<file path="config.mk">
export PLATFORM = sky130hd
export DESIGN_NAME = pipe_hazard_ctrl
export DESIGN_NICKNAME = d
export VERILOG_FILES = /design/src/rtl/pipe_hazard_ctrl.sv
export SDC_FILE = /design/constraint.sdc
export NUM_CORES = 1
export LEC_CHECK = 0
export CORE_MARGIN = 2
export CORE_UTILIZATION = 32
export CTS_BUF_LIST = sky130_fd_sc_hd__clkbuf_8 sky130_fd_sc_hd__clkbuf_16
export CTS_CLUSTER_SIZE = 25
export DETAILED_ROUTE_END_ITERATION = 16
export HOLD_SLACK_MARGIN = 0.05
export PLACE_DENSITY_LB_ADDON = 0.08
export SETUP_SLACK_MARGIN = 0.02
export SLEW_MARGIN = 20
export SYNTH_ARGS = -nofsm -noshare
export SYNTH_HDL_FRONTEND = slang
export SYNTH_SLANG_ARGS = --single-unit
</file>
<file path="constraint.sdc">
create_clock -name clk -period 1.9 [get_ports clk]
set_input_delay 0.285 -clock clk [delete_from_list [all_inputs] [get_ports clk]]
set_output_delay 0.285 -clock clk [all_outputs]
set_load 0.005 [all_outputs]
</file>
<file path="src/rtl/pipe_hazard_ctrl.sv">
// Pipeline hazard/flush controller: load-use, MUL/DIV interlock, corrections, interrupts.
// Optional HAZ_PERF_CNT_EN builds the stall/flush performance counters.
module pipe_hazard_ctrl #(
  parameter int STAGES     = 5,
  parameter int MUL_CYCLES = 5,
  parameter int DIV_CYCLES = 34,
  parameter int CNT_W      = 32
) (
  input  logic              clk,
  input  logic              reset,
  input  logic              id_valid,
  input  logic              id_md_start,
  input  logic              id_md_div,
  input  logic              id_md_use,
  input  logic              id_ctrl_xfer,
  input  logic              id_eret,
  input  logic              load_use_stall,
  input  logic              correct_at_ex,
  input  logic              correct_at_mem,
  input  logic              int_req,
  output logic [STAGES-1:0] stage_we,
  output logic [STAGES-1:0] stage_flush,
  output logic              stall,
  output logic              md_busy,
  output logic              exl_set,
  output logic              exl_clr,
  output logic [CNT_W-1:0]  perf_stall_cnt,
  output logic [CNT_W-1:0]  perf_flush_cnt
);

  localparam int MDW = $clog2(DIV_CYCLES + 1);
  localparam logic [MDW-1:0] MUL_LD = MDW'(MUL_CYCLES - 1);
  localparam logic [MDW-1:0] DIV_LD = MDW'(DIV_CYCLES - 1);

  logic [MDW-1:0] md_cnt;
  logic [MDW-1:0] md_cnt_nxt;
  logic           int_pending;
  logic           int_pending_nxt;
  logic           busy_raw;
  logic           md_stall;
  logic           stall_raw;
  logic           md_issue;
  logic           take_ok;
  logic           clr_raw;
  logic           set_raw;

  assign busy_raw  = (md_cnt != '0);
  assign md_stall  = id_valid & (id_md_use | id_md_start) & busy_raw;
  assign stall_raw = load_use_stall | md_stall;

  // A correction in MEM kills the ID instruction, so it must not occupy the unit
  assign md_issue = id_valid & id_md_start & !stall_raw & !correct_at_mem;

  assign take_ok = id_valid & !id_ctrl_xfer & !stall_raw
                 & !correct_at_ex & !correct_at_mem;
  assign clr_raw = id_valid & id_eret & !stall_raw & !correct_at_mem;
  assign set_raw = (int_req | int_pending) & take_ok & !clr_raw;

  assign stall   = !reset & stall_raw;
  assign md_busy = !reset & busy_raw;
  assign exl_set = !reset & set_raw;
  assign exl_clr = !reset & clr_raw;

  always_comb begin
    md_cnt_nxt = md_cnt;
    if (md_issue) begin
      md_cnt_nxt = id_md_div ? DIV_LD : MUL_LD;
    end else if (busy_raw) begin
      md_cnt_nxt = md_cnt - MDW'(1);
    end
  end

  always_comb begin
    int_pending_nxt = int_pending | int_req;
    if (set_raw) begin
      int_pending_nxt = 1'b0;
    end
  end

  always_ff @(posedge clk) begin
    if (reset) begin
      md_cnt      <= '0;
      int_pending <= 1'b0;
    end else begin
      md_cnt      <= md_cnt_nxt;
      int_pending <= int_pending_nxt;
    end
  end

  always_comb begin
    stage_we       = '1;
    stage_flush    = '0;
    stage_we[0]    = !stall_raw;
    stage_we[1]    = !stall_raw;
    stage_flush[1] = set_raw | correct_at_ex | correct_at_mem;
    stage_flush[2] = stall_raw | correct_at_mem;
    if (reset) begin
      stage_we    = '0;
      stage_flush = '1;
    end
  end

`ifdef HAZ_PERF_CNT_EN
  always_ff @(posedge clk) begin
    if (reset) begin
      perf_stall_cnt <= '0;
      perf_flush_cnt <= '0;
    end else begin
      if (stall) begin
        perf_stall_cnt <= perf_stall_cnt + CNT_W'(1);
      end
      if (stage_flush[1]) begin
        perf_flush_cnt <= perf_flush_cnt + CNT_W'(1);
      end
    end
  end
`else
  assign perf_stall_cnt = '0;
  assign perf_flush_cnt = '0;
`endif

endmodule
</file>
# == After elaboration in Yosys (flattened, before gate mapping) ==
# Index checks and enable logic that the tools add are counted.
# word_totals
reg_bits,7
output_inout_bits,78
wordCells,41
# classes
add_sub_neg,1
n_mux,5
n_bitwise,24
reduce_logical,9
# op_table
cell,n
1-bit bitwise AND,18
6-bit 2-to-1 mux,3
5-bit 2-to-1 mux,2
1-bit zero test,6
1-bit OR,6
6-bit nonzero test,1
6-bit by 1-bit subtractor with 6-bit output (second input constant),1
2-bit nonzero test,1
2-bit OR reduction,1

# == Depth between registers and ports, before layout ==
# Gate-level depths: netlist of run 1.
# logic_depth
depth_word,13
depth_mapped,6
mapped_depth_nobuf,5

# == Worst setup path after synthesis of run 1 ==
# No wires, ideal clock.
# synth_timing
path_type,reg2out
startpoint,reg md_cnt[0]
endpoint,out stage_we[1]
t_arrival_ps,1385
required_ps,1615
path_slack_ps,230
path_stages_with_launch,7
path_buffers,1
cell_sequence,dfxtp_1 inv_1 ha_1 nand2b_1 o221ai_2 and3_1 buf_4
# synth_via
elab_chain_cells,5
# synth_rtl
element,line_no,rtl
from (decl),35,logic [MDW-1:0] md_cnt;
from (signal assigned),85,md_cnt <= md_cnt_nxt;
6-bit nonzero test,47,assign busy_raw = (md_cnt != '0);
1-bit bitwise AND,48,assign md_stall = id_valid & (id_md_use | id_md_start) & busy_raw;
1-bit OR,49,assign stall_raw = load_use_stall | md_stall;
1-bit zero test,94,stage_we[1] = !stall_raw;
5-bit 2-to-1 mux,97,if (reset) begin
to (decl),21,"output logic [STAGES-1:0] stage_we,"
# Every way passes these cells.

# == Final worst setup path of run 1 ==
# layout_timing
startpoint,reg md_cnt[3]
endpoint,out stage_flush[2]
# layout_via
elab_chain_cells,5
# layout_rtl
element,line_no,rtl
6-bit nonzero test,47,
1-bit bitwise AND,48,
1-bit OR,49,
1-bit OR,96,stage_flush[2] = stall_raw | correct_at_mem;
5-bit 2-to-1 mux,97,
to (decl),22,"output logic [STAGES-1:0] stage_flush,"
# Every way passes these cells.

==> impl_metrics.py, run 1 <==
metrics = {
    "yosys": {
        "yosysSeqAreaShare_pct": 13.5,
        "avgSynthCellArea_um2": 8.02,
        "synth-compound-area-share_pct": 14.0,
        "ys.flop_type": "dfxtp_1",
        "yosysMostFrequentCell": "buf_4",
        "synthArstFlopShare_pct": 0,
        "synth_top_cells_by_area": "buf_4, dfxtp_1, a2111oi_4",
        "yosysWarnings": 0,
        "synth_edf_count": 0,
        "synth_top_family_by_area": "buffers and inverters",
        "synth_mux_area_share_pct": 0,
        "synth_xor_area_share_pct": 1.69,
        "netlist_area_um2": 1030,
        "yosys.area_share.simple_pct": 15.4,
        "yosysUniqueCellTypes": 37,
        "syn_inst": 129,
        "ys_ff_latch": 7,
        "yosys.area.top_type": "buf_4",
        "synth_top_area_share_pct": 50.8,
        "synthAdderAreaFrac_pct": 2.42,
        "ys_top_cells_by_count": "buf_4, dfxtp_1, nor2_1, a21oi_1, inv_1",
    },
    "final_layout": {
        "fin_area_um2": 1340,
        "stdcell_count": 220,
        "drive_above_1_share_pct": 29.0,
        "area_growth_pct": 29.3,
        "post-route-util_pct": 43.8,
        "antenna_cells": 0,
        "fin_nets": 191,
    },
    "grt": {
        "overflow": 0,
        "grt_max_degree": 7,
        "track_usage_pct": 11.4,
        "grt_pass1_wl_mm": 2.97,
        "grt_pass1_vias": 638,
        "antenna_found_initial": 0,
    },
    "setup_path": {
        "path_buf_inv": 1,
        "reg2reg_slack_ns": 0.44,
        "required_ns": 1.62,
        "critical_path.top_delay_family": "simple AND/OR/NAND/NOR gates",
        "worstSetupPathType": "reg2out",
        "crit_fanout": 3,
        "critPathCaptureType": "primary output",
        "slowest_delay_ns": 0.40,
        "start_kind": "flop",
        "path_cells": "or3_4, o221ai_4, nand3_1, dlygate4sd2_1",
        "critPathArrivalTime_ns": 1.53,
        "critPathSlowestCell": "or3_4",
    },
    "clock_tree": {
        "clockBufferDepth": 2,
        "clk_latency_ns": 0.23,
        "cts_root_buf": "clkbuf_8",
        "cts.sinks": 7,
        "cts_tree": "done",
        "cts_made_buffers": 3,
        "clkTransAtPathRegs_ns": 0.04,
        "cts_max_level": 1,
    },
    "die": {
        "die_x_um": 60.9,
        "rows": 20,
        "die-area_um2": 3700,
        "coreArea_um2": 3050,
        "initial_utilization_pct": 33.9,
        "io_pins": 90,
        "die_h_um": 60.9,
    },
    "place": {
        "port_buffers": 25,
        "dp_hpwl_mm": 1.73,
        "placed_area_um2": 1220,
        "routabilityCongestion": 0.776,
        "placed_cells": 213,
    },
    "sta": {
        "setup-tns-final_ns": 0,
        "clock.fmax_mhz": 551,
        "slew_violations": 0,
        "period_needed_ns": 1.81,
        "finalHoldViolations": 0,
        "fin_crit_sh_pct": 95.5,
        "finClkSkew_ns": 0.000419,
        "setup_violations": 0,
        "rsz0062_at_grt": "true",
    },
    "job": {
        "drv_cap": 0,
    },
    "routing": {
        "first_pass_iters": 3,
        "wl_per_cell_um": 9.82,
        "drtAntennaViolNets": 0,
        "wl_mm": 2.16,
        "vias_per_cell": 3.70,
        "drt_iter0_drc": 28,
        "num_vias": 814,
        "drc_errors": 0,
    },
    "power_and_ir_drop": {
        "power_density_nw_per_um2": 1120,
        "fin_total_pwr_mw": 1.50,
        "vdd_ir_drop_max_mv": 0.712,
        "leakage_nw": 0.671,
    },
    "hold_path": {
        "worstHoldPathType": "in2reg",
    },
    "outcome": {
        "outcome": "completed",
    },
}
[worst register-to-register path, delay by kind of cell, from the launching register on]
| kind | cells | cell delay (ns) |
|---|---|---|
| buffers and inverters | 3 | 0.29 |
| AO/OA/AOI/OAI | 2 | 0.41 |
| AND/OR/NAND/NOR | 1 | 0.17 |
| adder cells (fa/ha/maj) | 1 | 0.17 |
| flip-flops | 1 | 0.31 |
[logic make-up after synthesis]
family	Yosys count
AOI/OAI and AO/OA	17
xor gates and xnor gates	2
adders and majority gates	2
buffers and inverters	75
DFF	7
other	1
and+or+nand+nor	25
[report_power, final]
part | total [mW] | leakage, nW | switching [mW] | internal [mW]
registers | 0.261 | 0.0585 | 0.0504 | 0.210
clock network | 0.210 | 0.0269 | 0.0698 | 0.140
logic | 1.03 | 0.586 | 0.489 | 0.537
[sequential cells by signal, summed over array words and instances, names as in the netlist]
register	count
int_pending	1
md_cnt	6
[per-layer routing]
layer / part of all wire (%) / up-vias / global-route usage, %
met5: 0 / - / 0
li1: - / 395 / -
met4: 1.4 / 0 / 5.59
met3: 12 / 3 / 3.41
met1: 44 / 356 / 15.0
met2: 43 / 60 / 16.9
[metrics by stage]
stage / hold slack, ns / setup slack (ns)
2_1_floorplan: 0.446 / 0.230
5_1_grt: 0.572 / 0.00338
4_1_cts: 0.515 / 0.0120
3_3_place_gp: 0.511 / -0.429
6_report: 0.520 / 0.0852
3_5_place_dp: 0.511 / -0.442
[layout by cell type (no fill, tap or decap), drive strengths merged, types with 2 or more instances in the layout]
cell type	n
a21oi	4
buf	27
clkbuf	7
clkdlybuf4s50	12
conb	64
dfxtp	7
dlygate4sd2	7
ha	2
inv	5
nand2	2
nor2	6
nor3	4
nor4	2
o21ai	2
o31ai	3
[final cells by class]
type	instances	area, um2
Fill cell	340	1720
Multi-Input combinational cell	110	666
Timing Repair Buffer	51	415
Sequential cell	7	141
Tap cell	44	55.1
Clock buffer	3	41.3
Inverter	4	15.0
Clock inverter	1	3.75
[what timing repair did]
action / CTS / global route
endpoints found under the hold margin: 0 / 0
endpoints found under the setup margin: 11 / 8
setup buffers: 2 / 1
pin swaps: 6 / 5
hold buffers: 0 / 0
gates resized for setup: 26 / 16
[worst paths after layout]
path                     startpoint  depth (start not counted)                      to
max          md_cnt[3]$_SDFFE_PP0P_                          4          stage_flush[2]
min                         int_req                          4  int_pending$_SDFF_PP0_
max reg2reg  md_cnt[0]$_SDFFE_PP0P_                          7  md_cnt[0]$_SDFFE_PP0P_
min reg2reg  md_cnt[5]$_SDFFE_PP0P_                          2  md_cnt[5]$_SDFFE_PP0P_
Power figures use the tool's default switching activity.
==> run 2, diff against run 1 <==
Settings changed: CORE_ASPECT_RATIO set to 0.7, SLEW_MARGIN 20 to not set.
==> run 2 against run 1 <==
Clock skew is 0.00064 ns higher. Sequential cell count stayed put. Die area is 0.19% higher. Sequential power barely moved. Critical path depth did not move. Critical path type unchanged. Core utilization fell by 1.1 points. Global-route usage shrank 0.51 points. Hold slack worse by 0.064 ns. Largest power group unchanged.
==> impl_metrics.py, run 2 (synthesis results as in run 1) <==
metrics = {
    "routing": {
        "vias_per_cell": 3.69,
        "drt_iter0_drc": 23,
        "drc_errors": 0,
        "wl_mm": 2.02,
        "num_vias": 793,
        "first_pass_iters": 4,
        "drtAntennaViolNets": 0,
        "wl_per_cell_um": 9.40,
    },
    "place": {
        "placed_cells": 210,
        "dp_hpwl_mm": 1.74,
        "routabilityCongestion": 0.736,
        "placed_area_um2": 1230,
        "port_buffers": 25,
    },
    "clock_tree": {
        "clkTransAtPathRegs_ns": 0.04,
        "clk_latency_ns": 0.23,
        "cts_max_level": 1,
        "cts_root_buf": "clkbuf_8",
        "cts_made_buffers": 3,
        "cts.sinks": 7,
        "clockBufferDepth": 2,
        "cts_tree": "done",
    },
    "sta": {
        "finClkSkew_ns": 0.00106,
        "fin_crit_sh_pct": 95.4,
        "rsz0062_at_grt": "true",
        "clock.fmax_mhz": 552,
        "finalHoldViolations": 0,
        "slew_violations": 0,
        "period_needed_ns": 1.81,
        "setup_violations": 0,
    },
    "grt": {
        "grt_pass1_wl_mm": 3.02,
        "antenna_found_initial": 0,
        "busiest_layer": "met2",
        "overflow": 0,
        "use_met3_pct": 4.07,
        "use_met1_pct": 15.4,
        "track_usage_pct": 10.9,
        "use_met2_pct": 15.9,
        "grt_pass1_vias": 623,
        "grt_max_degree": 8,
    },
    "final_layout": {
        "fin_nets": 192,
        "area_growth_pct": 29.1,
        "drive_above_1_share_pct": 31.1,
        "fin_area_um2": 1340,
        "top_regs": "md_cnt: 6 flops, int_pending: 1 flops",
        "largest_register": "md_cnt",
        "layout_common_cells": "conb_1, buf_4, clkdlybuf4s50_1",
        "antenna_cells": 0,
        "mostFrequentLayoutCell": "conb_1",
        "largest_register_ff_count": 6,
        "stdcell_count": 215,
    },
    "job": {
        "drv_cap": 0,
    },
    "power_and_ir_drop": {
        "power_density_nw_per_um2": 1120,
        "vdd_ir_drop_max_mv": 0.732,
        "cell_internal_pwr_mw": 0.892,
        "clkPwrFrac_pct": 14.0,
        "leakage_nw": 0.697,
        "comb_power_share_pct": 68.4,
        "p_sw_mw": 0.603,
        "fin_total_pwr_mw": 1.50,
        "p_sw_share_pct": 40.3,
        "p_seq_share_pct": 17.6,
    },
    "die": {
        "io_pins": 90,
        "die_x_um": 72.0,
        "initial_utilization_pct": 33.1,
        "rows": 17,
        "coreArea_um2": 3130,
        "die_h_um": 51.6,
        "die-area_um2": 3710,
    },
    "setup_path": {
        "required_ns": 1.62,
        "start_kind": "flop",
        "critPathArrivalTime_ns": 1.53,
        "crit_fanout": 3,
        "worstSetupPathType": "reg2out",
        "critPathCaptureType": "primary output",
    },
    "outcome": {
        "outcome": "completed",
    },
    "hold_path": {
        "worstHoldPathType": "in2reg",
    },
}
-- run 2: cell types whose count changed in the layout (fill, tap and decap cells not counted), moves of 2 or more --
cell | previous run | this run
dfxtp_1 | 6 | 4
dlymetal6s2s_1 | 0 | 4
dlygate4sd2_1 | 7 | 4
dfxtp_2 | 1 | 3
-- run 2: timing repair --
item                                    4_1_cts  5_1_grt
hold buffers                                  0        0
pin swaps                                     5        5
buffers inserted                              0        1
endpoints found under the hold margin         0        0
endpoints found under the setup margin       14        8
resized for setup                            26       16
-- run 2: worst max-delay path, cell delays in order (launching register included) --
cell and delay (ns):
dfxtp_2 0.32, or3_4 0.41, o221ai_4 0.19, nand3_1 0.10, dlygate4sd2_1 0.27
-- run 2: power groups by stage --
| stage | sequential [mW] | combinational [mW] | clock, mW |
|---|---|---|---|
| finish | 0.264 | 1.02 | 0.210 |
| CTS | 0.254 | 0.987 | 0.214 |
| global placement | 0.254 | 0.931 | 0 |
| detailed placement | 0.254 | 0.929 | 0 |
| global route | 0.273 | 1.13 | 0.230 |
| floorplan | 0.277 | 0.565 | 0 |
-- run 2: layout make-up --
cell class / instances / area (um2)
Clock buffer: 3 / 41.3
Clock inverter: 1 / 3.75
Fill cell: 311 / 1790
Inverter: 4 / 15.0
Multi-Input combinational cell: 110 / 648
Sequential cell: 7 / 144
Tap cell: 38 / 47.5
Timing Repair Buffer: 52 / 437
-- run 2: final timing paths --
| path | startpoint | to | slack, ns | depth (start not counted) |
|---|---|---|---|---|
| worst max register to register | int_pending$_SDFF_PP0_ | int_pending$_SDFF_PP0_ | 0.47 | 5 |
| worst max-delay path | md_cnt[3]$_SDFFE_PP0P_ | stage_flush[2] | 0.09 | 4 |
| worst min-delay path | int_req | int_pending$_SDFF_PP0_ | 0.46 | 4 |
| worst min register to register | md_cnt[5]$_SDFFE_PP0P_ | md_cnt[5]$_SDFFE_PP0P_ | 0.54 | 2 |
-- run 2: layer usage --
metal / part of all wire [%] / vias up
li1: - / 400
met1: 49 / 348
met2: 43 / 45
met3: 7.8 / 0
met4: 0 / 0
met5: 0 / -
-- run 2: through the flow --
step | utilization [%] | setup slack (ns) | hold WS, ns | setup TNS [ns]
after floorplan | - | 0.230 | 0.446 | 0
after global placement | 39.5 | -0.421 | 0.515 | -1.89
after detailed placement | 39.5 | -0.450 | 0.515 | -1.80
after CTS | 42.1 | 0.0169 | 0.536 | 0
after global routing | 42.7 | 0.0166 | 0.489 | 0
final | 42.7 | 0.0880 | 0.456 | 0
==> run 3, diff against run 2 <==
Settings changed: CORE_UTILIZATION 32 to 25.
==> run 3 against run 2 <==
First-iteration DRC count fell by 48%. Clock skew fell by 0.00071 ns. Clock-buffer cell count did not move. Combinational power rose by 12%. Maximum frequency fell by 3.8%. Total power rose by 7.8%. Clock power fell by 3%. Routed wire length rose by 9.9%. Core utilization fell by 7.8 points. Largest cell class unchanged. Largest power group unchanged.
==> impl_metrics.py, run 3 (synthesis results as in run 1) <==
metrics = {
    "final_layout": {
        "top_regs": "md_cnt: 6 flops, int_pending: 1 flops",
        "layout_common_cells": "conb_1, buf_4, clkdlybuf4s50_1",
        "fin_nets": 191,
        "largest_register_ff_count": 6,
        "antenna_cells": 0,
        "area_growth_pct": 33.3,
        "largest_register": "md_cnt",
        "regArea_um2": 148,
        "stdcell_count": 228,
        "multi_input_area_um2": 684,
        "mostFrequentLayoutCell": "conb_1",
        "post-route-util_pct": 34.9,
        "fin_area_um2": 1380,
        "fillers": 411,
        "drive_above_1_share_pct": 34.7,
    },
    "die": {
        "rows": 19,
        "die_h_um": 57.8,
        "coreArea_um2": 3950,
        "die_x_um": 80.9,
        "die-area_um2": 4680,
        "io_pins": 90,
        "initial_utilization_pct": 26.2,
    },
    "hold_path": {
        "worstHoldPathType": "in2reg",
        "hold_start": "int_req",
        "hold_end": "int_pending$_SDFF_PP0_",
        "whs_path_depth": 4,
    },
    "setup_path": {
        "reg2reg_to": "md_cnt[0]$_SDFFE_PP0P_",
        "path_cells": "or3_4, o221ai_4, buf_6, buf_6, nand3_2, buf_2",
        "r2r_start": "md_cnt[2]$_SDFFE_PP0P_",
        "critPathCaptureType": "primary output",
        "cpMostUsedCell": "buf_6",
        "worstSetupPathType": "reg2out",
        "required_ns": 1.62,
        "slowest_delay_ns": 0.41,
        "crit_fanout": 3,
        "reg2reg_slack_ns": 0.45,
        "critPathArrivalTime_ns": 1.60,
        "critPathSlowestCell": "or3_4",
        "start_kind": "flop",
        "rr_worst_depth": 4,
    },
    "sta": {
        "slew_violations": 0,
        "setup_violations": 0,
        "finClkSkew_ns": 0.000353,
        "setup-tns-final_ns": 0,
        "fin_crit_sh_pct": 99.1,
        "clock.fmax_mhz": 531,
        "rsz0062_at_grt": "true",
        "period_needed_ns": 1.88,
        "finalHoldViolations": 0,
    },
    "outcome": {
        "outcome": "completed",
    },
    "clock_tree": {
        "cts_max_level": 1,
        "clk_latency_ns": 0.22,
        "cts_root_buf": "clkbuf_8",
        "clockBufferDepth": 2,
        "cts_made_buffers": 3,
        "cts.sinks": 7,
        "clkTransAtPathRegs_ns": 0.04,
        "cts_tree": "done",
        "ctsHoldBuffers": 0,
    },
    "power_and_ir_drop": {
        "power_density_nw_per_um2": 1170,
        "fin_total_pwr_mw": 1.61,
        "vdd_ir_drop_max_mv": 0.403,
        "leakage_nw": 0.683,
    },
    "grt": {
        "grt_pass1_vias": 735,
        "use_met2_pct": 15.0,
        "track_usage_pct": 9.38,
        "antenna_found_initial": 0,
        "busiest_layer": "met2",
        "use_met3_pct": 2.18,
        "grt_max_degree": 9,
        "use_met1_pct": 12.3,
        "grt_pass1_wl_mm": 3.34,
        "overflow": 0,
    },
    "routing": {
        "wl_per_cell_um": 9.73,
        "drt_iter0_drc": 12,
        "vias_per_cell": 3.65,
        "drc_errors": 0,
        "wl_mm": 2.22,
        "num_vias": 832,
        "drtAntennaViolNets": 0,
        "first_pass_iters": 4,
    },
    "place": {
        "placed_area_um2": 1220,
        "placed_cells": 220,
        "port_buffers": 25,
        "dp_hpwl_mm": 1.83,
        "routabilityCongestion": 0.722,
    },
    "job": {
        "drv_cap": 0,
    },
}
[run 3: cell count changes in the layout (fill, tap and decap cells not counted), moves of 2 or more]
cell            delta
inv_2              +2
inv_1              -2
buf_2              +2
dlymetal6s2s_1     -3
buf_4              -4
buf_6              +3
[run 3: layout make-up]
type | instances | area share (%)
multi-input combinational | 110 | 49.6
timing repair buffer | 51 | 30.6
sequential | 7 | 10.7
tap | 52 | 4.72
clock buffer | 3 | 2.99
inverter | 4 | 1.09
clock inverter | 1 | 0.272
[run 3: metal layers]
| metal | share of wire, % | vias up |
|---|---|---|
| met3 | 7.4 | 2 |
| met2 | 48 | 45 |
| li1 | - | 396 |
| met4 | 1.2 | 0 |
| met5 | 0 | - |
| met1 | 43 | 389 |
[run 3: how the worst max path moves through the flow]
stage | startpoint | endpoint | slack (ns) | depth (start not counted)
finish | md_cnt[2]$_SDFFE_PP0P_ | stage_flush[2] | 0.02 | 6
detailed placement | correct_at_ex | exl_set | -0.51 | 4
global placement | correct_at_ex | exl_set | -0.48 | 4
global route | md_cnt[2]$_SDFFE_PP0P_ | stage_flush[2] | -0.06 | 6
CTS | md_cnt[1]$_SDFFE_PP0P_ | exl_set | 0.02 | 6
floorplan | md_cnt[0]$_SDFFE_PP0P_ | stage_we[1] | 0.23 | 6
[run 3: worst max-delay path, delay by kind of cell, from the launching register on]
kind	cells	cell delay, ns
buf+inv	3	0.34
simple gates	2	0.47
flops	1	0.35
compound gates	1	0.21
[run 3: metrics by stage]
stage                     hold slack [ns]  setup WS [ns]
final                               0.538         0.0171
after global placement              0.577         -0.483
after detailed placement            0.576         -0.509
after CTS                           0.533         0.0189
after floorplan                     0.446          0.230
after global routing                0.584        -0.0565
[run 3: report_power, final]
part / internal, mW / total, mW / switching [mW]
Combinational: 0.600 / 1.14 / 0.539
Sequential: 0.219 / 0.269 / 0.0502
Clock: 0.140 / 0.204 / 0.0648
Total: 0.958 / 1.61 / 0.654
[run 3: timing repair]
| item | in CTS | in global routing |
|---|---|---|
| endpoints found under the hold margin | 0 | 0 |
| resized for setup | 47 | 15 |
| pin swaps | 7 | 2 |
| buffers inserted | 4 | 1 |
| setup endpoints to repair | 8 | 12 |
